$ cat config.mk
export PLATFORM = sky130hd
export DESIGN_NAME = event_timestamp_fifo
export DESIGN_NICKNAME = d
export VERILOG_FILES = /design/src/rtl/event_timestamp_fifo.sv
export SDC_FILE = /design/constraint.sdc
export NUM_CORES = 1
export LEC_CHECK = 0
export CAP_MARGIN = 0
export CELL_PAD_IN_SITES_DETAIL_PLACEMENT = 1
export CELL_PAD_IN_SITES_GLOBAL_PLACEMENT = 1
export CORE_ASPECT_RATIO = 1.1
export CORE_MARGIN = 4
export CORE_UTILIZATION = 36
export DETAILED_ROUTE_END_ITERATION = 16
export PLACE_DENSITY = 0.58
export SLEW_MARGIN = 20
export SYNTH_ARGS = -nofsm -noshare
export SYNTH_HDL_FRONTEND = slang
export SYNTH_SLANG_ARGS = --single-unit
$ cat constraint.sdc
create_clock -name clk -period 7.3 [get_ports clk]
set_input_delay 1.46 -clock clk [delete_from_list [all_inputs] [get_ports clk]]
set_output_delay 1.46 -clock clk [all_outputs]
set_load 0.01 [all_outputs]
$ cat src/rtl/event_timestamp_fifo.sv
// ============================================================================
// Module  : event_timestamp_fifo
// Brief   : Timestamps classified events and buffers them for valid/ready
//           readout; counts events dropped on overflow.
// Revision: 1.0
// ============================================================================
`default_nettype none

module event_timestamp_fifo #(
  parameter int DATA_W = 32,
  parameter int TS_W   = 32,
  parameter int DEPTH  = 16,
  parameter int ADDR_W = 4,
  parameter int OVF_W  = 16
) (
  input  logic                   clk,
  input  logic                   rst,
  input  logic [DATA_W-1:0]      event_in,
  input  logic                   event_valid,
  output logic [TS_W+DATA_W-1:0] out_data,
  output logic                   out_valid,
  input  logic                   out_ready,
  output logic [ADDR_W:0]        fifo_count,
  output logic [OVF_W-1:0]       overflow_cnt,
  output logic                   ts_wrap
);

  localparam int              c_ENTRY_W   = TS_W + DATA_W;
  localparam logic [ADDR_W:0] c_DEPTH_CNT = (ADDR_W + 1)'(DEPTH);
  localparam logic [ADDR_W:0] c_ONE_CNT   = (ADDR_W + 1)'(1);
  localparam logic [ADDR_W-1:0] c_PTR_ONE = ADDR_W'(1);
  localparam logic [OVF_W-1:0] c_OVF_MAX  = '1;
  localparam logic [TS_W-1:0]  c_TS_MAX   = '1;

  logic [c_ENTRY_W-1:0] mem_q [DEPTH];

  logic [TS_W-1:0]      ts_q;
  logic                 ts_wrap_q;
  logic [ADDR_W-1:0]    wr_ptr_q, wr_ptr_d;
  logic [ADDR_W-1:0]    rd_ptr_q, rd_ptr_d;
  logic [ADDR_W:0]      count_q, count_d;
  logic [OVF_W-1:0]     ovf_q, ovf_d;
  logic [c_ENTRY_W-1:0] head_q, head_d;
  logic                 head_valid_q, head_valid_d;

  logic                 w_pop;
  logic                 w_full;
  logic                 w_push;
  logic                 w_drop;
  logic [c_ENTRY_W-1:0] w_entry;
  logic [ADDR_W-1:0]    w_rd_next;

  assign w_pop     = head_valid_q && out_ready;
  assign w_full    = (count_q == c_DEPTH_CNT);
  assign w_push    = event_valid && (!w_full || w_pop);
  assign w_drop    = event_valid && w_full && !w_pop;
  assign w_entry   = {ts_q, event_in};
  assign w_rd_next = rd_ptr_q + c_PTR_ONE;

  always_comb begin
    count_d      = count_q;
    wr_ptr_d     = wr_ptr_q;
    rd_ptr_d     = rd_ptr_q;
    ovf_d        = ovf_q;
    head_d       = head_q;

    if (w_push && !w_pop) begin
      count_d = count_q + c_ONE_CNT;
    end else if (w_pop && !w_push) begin
      count_d = count_q - c_ONE_CNT;
    end

    if (w_push) begin
      wr_ptr_d = wr_ptr_q + c_PTR_ONE;
    end
    if (w_pop) begin
      rd_ptr_d = w_rd_next;
    end

    // Head register always mirrors mem_q[rd_ptr]; bypass the write when the
    // incoming entry becomes the new head in the same edge.
    if (w_pop) begin
      if (count_q == c_ONE_CNT) begin
        if (w_push) begin
          head_d = w_entry;
        end
      end else begin
        head_d = mem_q[w_rd_next];
      end
    end else if ((count_q == '0) && w_push) begin
      head_d = w_entry;
    end

    head_valid_d = (count_d != '0);

    if (w_drop && (ovf_q != c_OVF_MAX)) begin
      ovf_d = ovf_q + OVF_W'(1);
    end
  end

  always_ff @(posedge clk or negedge rst) begin
    if (!rst) begin
      ts_q         <= '0;
      ts_wrap_q    <= 1'b0;
      wr_ptr_q     <= '0;
      rd_ptr_q     <= '0;
      count_q      <= '0;
      ovf_q        <= '0;
      head_q       <= '0;
      head_valid_q <= 1'b0;
    end else begin
      ts_q         <= ts_q + TS_W'(1);
      ts_wrap_q    <= (ts_q == c_TS_MAX);
      wr_ptr_q     <= wr_ptr_d;
      rd_ptr_q     <= rd_ptr_d;
      count_q      <= count_d;
      ovf_q        <= ovf_d;
      head_q       <= head_d;
      head_valid_q <= head_valid_d;
    end
  end

  // Storage is not reset: entries are only reachable through count_q.
  always_ff @(posedge clk) begin
    if (w_push) begin
      mem_q[wr_ptr_q] <= w_entry;
    end
  end

  assign out_data     = head_q;
  assign out_valid    = head_valid_q;
  assign fifo_count   = count_q;
  assign overflow_cnt = ovf_q;
  assign ts_wrap      = ts_wrap_q;

endmodule

`default_nettype wire

**After elaboration in Yosys (flattened, before gate mapping)**

Memories as Yosys holds them, arrays and structs flattened.
Index checks and enable logic that the tools add are counted.

- Flip-flop bits (word level): 127
- Memory bits (writable): 1024
- Input bits: 36
- Memories: 1
- Word-level logic and storage cells: 44
- Output and inout port bits: 87
- Bits in latches: 0
- Memory bits (read-only): 0

Memories:

| memory | depth | width | rd ports | clocked after memory_dff | write ports | line | source |
|---|---|---|---|---|---|---|---|
| mem_q | 16 | 64 | 1 | 0 | 1 | 35 | `logic [c_ENTRY_W-1:0] mem_q [DEPTH];` |

- Bitwise logic cells: 0
- Equal/unequal tests: 5
- $add $sub $neg: 6
- Order comparisons: 0
- Shift operators: 0
- Mux-type cells: 8
- Divide/modulo/power cells: 0
- Reductions and logical operators: 16
- Multiply operators: 0

Operator list:

| kind | count |
|---|---|
| 64-bit 2-to-1 mux | 4 |
| 32-bit by 1-bit adder with 32-bit output (second input constant) | 1 |
| 32-bit equality test (second input constant) | 1 |
| 16-bit by 1-bit adder with 16-bit output (second input constant) | 1 |
| 16-bit != test (second input constant) | 1 |
| 5-bit 2-to-1 mux | 2 |
| 4-bit by 1-bit adder with 4-bit output (second input constant) | 2 |
| 1-bit logical AND | 8 |
| 5-bit by 1-bit adder with 5-bit output (second input constant) | 1 |
| 5-bit by 1-bit equality test with 1-bit output (second input constant) | 1 |
| 5-bit equality test (second input constant) | 1 |
| 5-bit logical NOT | 1 |
| 5-bit nonzero test | 1 |
| 5-bit by 1-bit subtractor with 5-bit output (second input constant) | 1 |
| 1-bit logical NOT | 3 |
| 3-bit != test (second input constant) | 1 |
| 1-bit 2-to-1 mux | 2 |
| 2-bit AND reduction | 1 |
| 2-bit nonzero test | 1 |
| 1-bit logical OR | 1 |

**Longest topological paths before layout**

- Depth after elaboration: 9
- Gate-level depth with buffers: 9
- Depth with buffers taken out: 7

**Least setup slack after synthesis**

OpenSTA, ideal clock, no wires.

- Path kind: in2reg
- Start: input out_ready
- End: memory mem_q[3][0] (netlist bit) (enable)
- Cell stages on the path: 6
- Path buffers: 2
- Setup time: 0.565 ns
- Path slack: 0.059 ns
- Data required time: 6.735 ns
- Arrival: 6.676 ns
- Path through: and2_1 clkbuf_1 o21a_1 clkbuf_1 nand2_1 nor3_1

- Longest elaborated chain between the ends: 5

RTL lines:

| what | line | source |
|---|---|---|
| from (decl) | 22 | `input logic out_ready,` |
| 1-bit logical AND | 53 | `assign w_pop = head_valid_q && out_ready;` |
| 1-bit logical OR | 55 | `assign w_push = event_valid && (!w_full \|\| w_pop);` |
| 1-bit logical AND | 55 |  |
| 1-bit 2-to-1 mux | 125 | `if (w_push) begin` |
| 1-bit 2-to-1 mux (implied by the code) | 126 | `mem_q[wr_ptr_q] <= w_entry;` |
| to (decl) | 35 |  |

Every way passes these cells.

**Final worst setup path**

- Start: input out_ready
- End: memory mem_q[0][58] (netlist bit) (enable)

Same word-level chain as after synthesis.

==> flow_summary_export.csv <==
group,metric,value,unit
critical_path,worst-path-buf-inv,3,
yosys,synth_fa_ha_area_share,0.309,%
yosys,yosysUniqueCellTypes,55,
min_path,hp-class,"reg2reg",
critical_path,cpMostUsedCell,"buf_4",
cts,cts_tree,"done",
floorplanning,coreArea,123000,sq um
placed_design,place.gp.congestion,0.722,
floorplanning,dieArea,130000,sq um
cts,cts_buffers,116,
routing,vias_per_cell,5.26,
pwr,power,22.2,mW
yosys,synthTopCellsByArea,"edfxtp_1 (69%), mux4_2 (13%), dfrtp_1 (7.1%)",
cts,cts-root-buf,"clkbuf_16",
pwr,irDropWorstVdd,0.571,mV
critical_path,critPathCaptureType,"flop",
critical_path,slowest_delay,0.70,ns
cts,clkLatencyLatePin,0.72,ns
yosys,yosysWarnings,0,
finish,nNetsFinal,2298,
pwr,p_per_area,428,nW/um^2
sta,max_freq,0.230,GHz
floorplanning,die_w,344,um
global_routing,grt_usage,16.7,%
sta,rsz0062_at_grt,"false",
finish,n_antenna_cell,0,
yosys,synthMuxAreaShare,17.4,%
routing,drtPass1Iterations,5,
cts,cts.reportedPaths.clkPinSlew,0.06,ns
yosys,synth_commonest_cells,"edfxtp_1 (1024), mux4_2 (256), dfrtp_1 (127)",
yosys,syn_avg_cell_area,21.6,sq um
yosys,synth_edf_count,1024,
floorplanning,fp.dieH,377,um
critical_path,path_class,"in2reg",
sta,fin_crit_sh,59.5,%
sta,setup_violations,0,
sta,min_period,4.34,ns
sta,worst_pin_slew,1.06,ns
critical_path,crit_fanout,39,
yosys,synth_top_family_by_area,"multiplexers",
cts,ctsHoldBuffers,0,
yosys,synthArstFlopShare,11.0,%
yosys,netlist_instances,2067,
critical_path,critical_path.slowest_cell,"buf_4",
critical_path,required,7.62,ns
finish,syn_to_final_growth,16.3,%
pwr,p_leak,16.7,nW
yosys,synth-compound-area-share,1.60,%
yosys,synthFlopType,"edfxtp_1",
routing,ant_nets,0,
yosys,synth_top_area_cell,"edfxtp_1",
global_routing,grt_overflow,0,
yosys,synthesis.nets,2114,
cts,cts_setup_buffers,0,
routing,drtIter0Drc,1505,
yosys,synth_seq_cells,1151,
yosys,synthXorXnorAreaFrac,1.06,%
routing,avgRoutedWirePerCell,26.6,um
sta,max_slew_margin,29.2,%
sta,maxSlewViolCount,0,
yosys,netlist_area,44600,sq um
routing,drc_errors,0,
routing,vias,21000,
routing,wl,106,mm
global_routing,antenna_found_initial,1,
critical_path,critPathTopFamily,"buffers and inverters",
cts,cts_max_level,3,
global_routing,grt_pass1_vias,23500,
critical_path,arrival,4.67,ns
sta,fin_tns_setup,0,ns
floorplanning,initial_core_util,36.2,%
floorplanning,num_io_pins,123,
yosys,ys_seq_area_share,76.1,%
global_routing,grt_pass1_wl,160,mm
placed_design,hpwlAfterDp,60.2,mm
sta,hold_violations,0,
yosys,synth.top_cell.area_share,69.0,%
cts,post_cts_resized,0,
sta,finClkSkew,0.0294,ns
critical_path,start_kind,"input port",
cts,cts_buffer_depth,3,
yosys,yosysMostFrequentCell,"edfxtp_1",
floorplanning,floorplan.rows,135,
global_routing,grt_max_degree,118,
outcome,status,"complete, no violations",
cts,clock-sinks,1151,
job,cap_violations,0,
placed_design,port_buffers,122,
yosys,synth-simple-area-share,2.27,%
finish,fin_util,42.1,%
critical_path,cp_cell_sequence,"clkdlybuf4s50_1 -> and2_1 -> o21a_1 -> nand2_1 -> nor3_2 -> buf_4 -> buf_4",
finish,drive_above_1_share,24.5,%
==> layout make-up <==
| class | instances | area (sq um) |
|---|---|---|
| well taps | 1644 | 2060 |
| flip-flops and latches | 1151 | 33900 |
| clock buffers | 155 | 3160 |
| inverters | 11 | 46.3 |
| multi-input cells | 802 | 10300 |
| fillers | 11400 | 71300 |
| repair buffers | 169 | 1630 |
| clock inverters | 66 | 766 |
==> stage by stage <==
stage | hold slack [ns] | std cells | instance area (sq um) | setup WS (ns)
5_1_grt | 0.518 | 3998 | 51800 | 2.73
3_5_place_dp | 0.479 | 3777 | 47900 | 2.20
3_3_place_gp | 0.481 | 3777 | 47900 | 2.28
6_report | 0.491 | 3998 | 51800 | 2.96
4_1_cts | 0.495 | 3998 | 51800 | 2.96
2_1_floorplan | 0.461 | 2067 | 44600 | 0.0593
==> flip-flops by register name, summed over array words and instances (netlist names) <==
signal	flops
ts_q	32
overflow_cnt	16
out_data	64
wr_ptr_q	4
rd_ptr_q	4
ts_wrap	1
out_valid	1
fifo_count	5
mem_q	1024
==> power by group <==
| group | internal [mW] | total (mW) | switching, mW |
|---|---|---|---|
| Sequential | 8.01 | 8.47 | 0.454 |
| Combinational | 3.71 | 7.65 | 3.94 |
| Clock | 3.57 | 6.08 | 2.50 |
==> cell families after synthesis <==
family,after synthesis
AOI/OAI and AO/OA,87
xor gates and xnor gates,54
adders and majority gates,11
buffers and inverters,114
DFF,1151
muxes,446
and+or+nand+nor,204
==> per-layer routing <==
metal | part of all wire (%) | GRT usage (%) | vias to the layer above
met1 | 43 | 22.8 | 11500
met5 | 0 | 0 | -
met2 | 51 | 28.4 | 452
met3 | 4.3 | 2.29 | 117
li1 | - | - | 8937
met4 | 1.7 | 4.21 | 0
==> cell usage in the layout (no fill, tap or decap), types with 3 or more instances in the layout <==
master           instances
inv_1                   10
nor3_1                   7
mux2i_1                125
clkbuf_16              117
nor2_4                  13
a21oi_1                  8
clkinv_1                19
and3_1                   8
clkbuf_8                 9
and4_1                   5
buf_4                   43
xor2_1                  17
clkbuf_1                29
clkinv_2                23
ha_1                    10
nor3_2                   8
nand2b_1                 3
buf_12                   4
mux4_2                 256
bufinv_16               15
nand3_1                 20
nor2_1                  17
dfrtp_1                126
clkinv_8                 4
nand2_1                 91
nand4_1                 10
edfxtp_1              1024
mux2_2                  64
clkdlybuf4s50_1        121
o221ai_1                63
xnor2_1                 36
and2_1                   4
==> path summary, 6_finish.rpt <==
check                                 startpoint          endpoint  slack, ns  cells after the start
max in group asynchronous                    rst          ts_q[22]       5.09                      2
worst max register to register       rd_ptr_q[0]      out_data[50]       3.38                      8
worst min-delay path            overflow_cnt[13]  overflow_cnt[13]       0.49                      1
worst max-delay path                   out_ready      mem_q[0][58]       2.96                      7
worst min register to register  overflow_cnt[13]  overflow_cnt[13]       0.49                      1
min in group asynchronous                    rst      out_data[25]       0.79                      1
==> worst register-to-register path, cell delays in order, from the launching register on <==
cell and delay, ns:
dfrtp_4 0.90, ha_4 0.29, xor2_4 0.19, buf_12 0.55, buf_4 0.82, mux4_2 0.48
mux2_2 0.29, nand2_1 0.08, o221ai_1 0.14
Note: power is estimated with default switching activity, not from simulation.
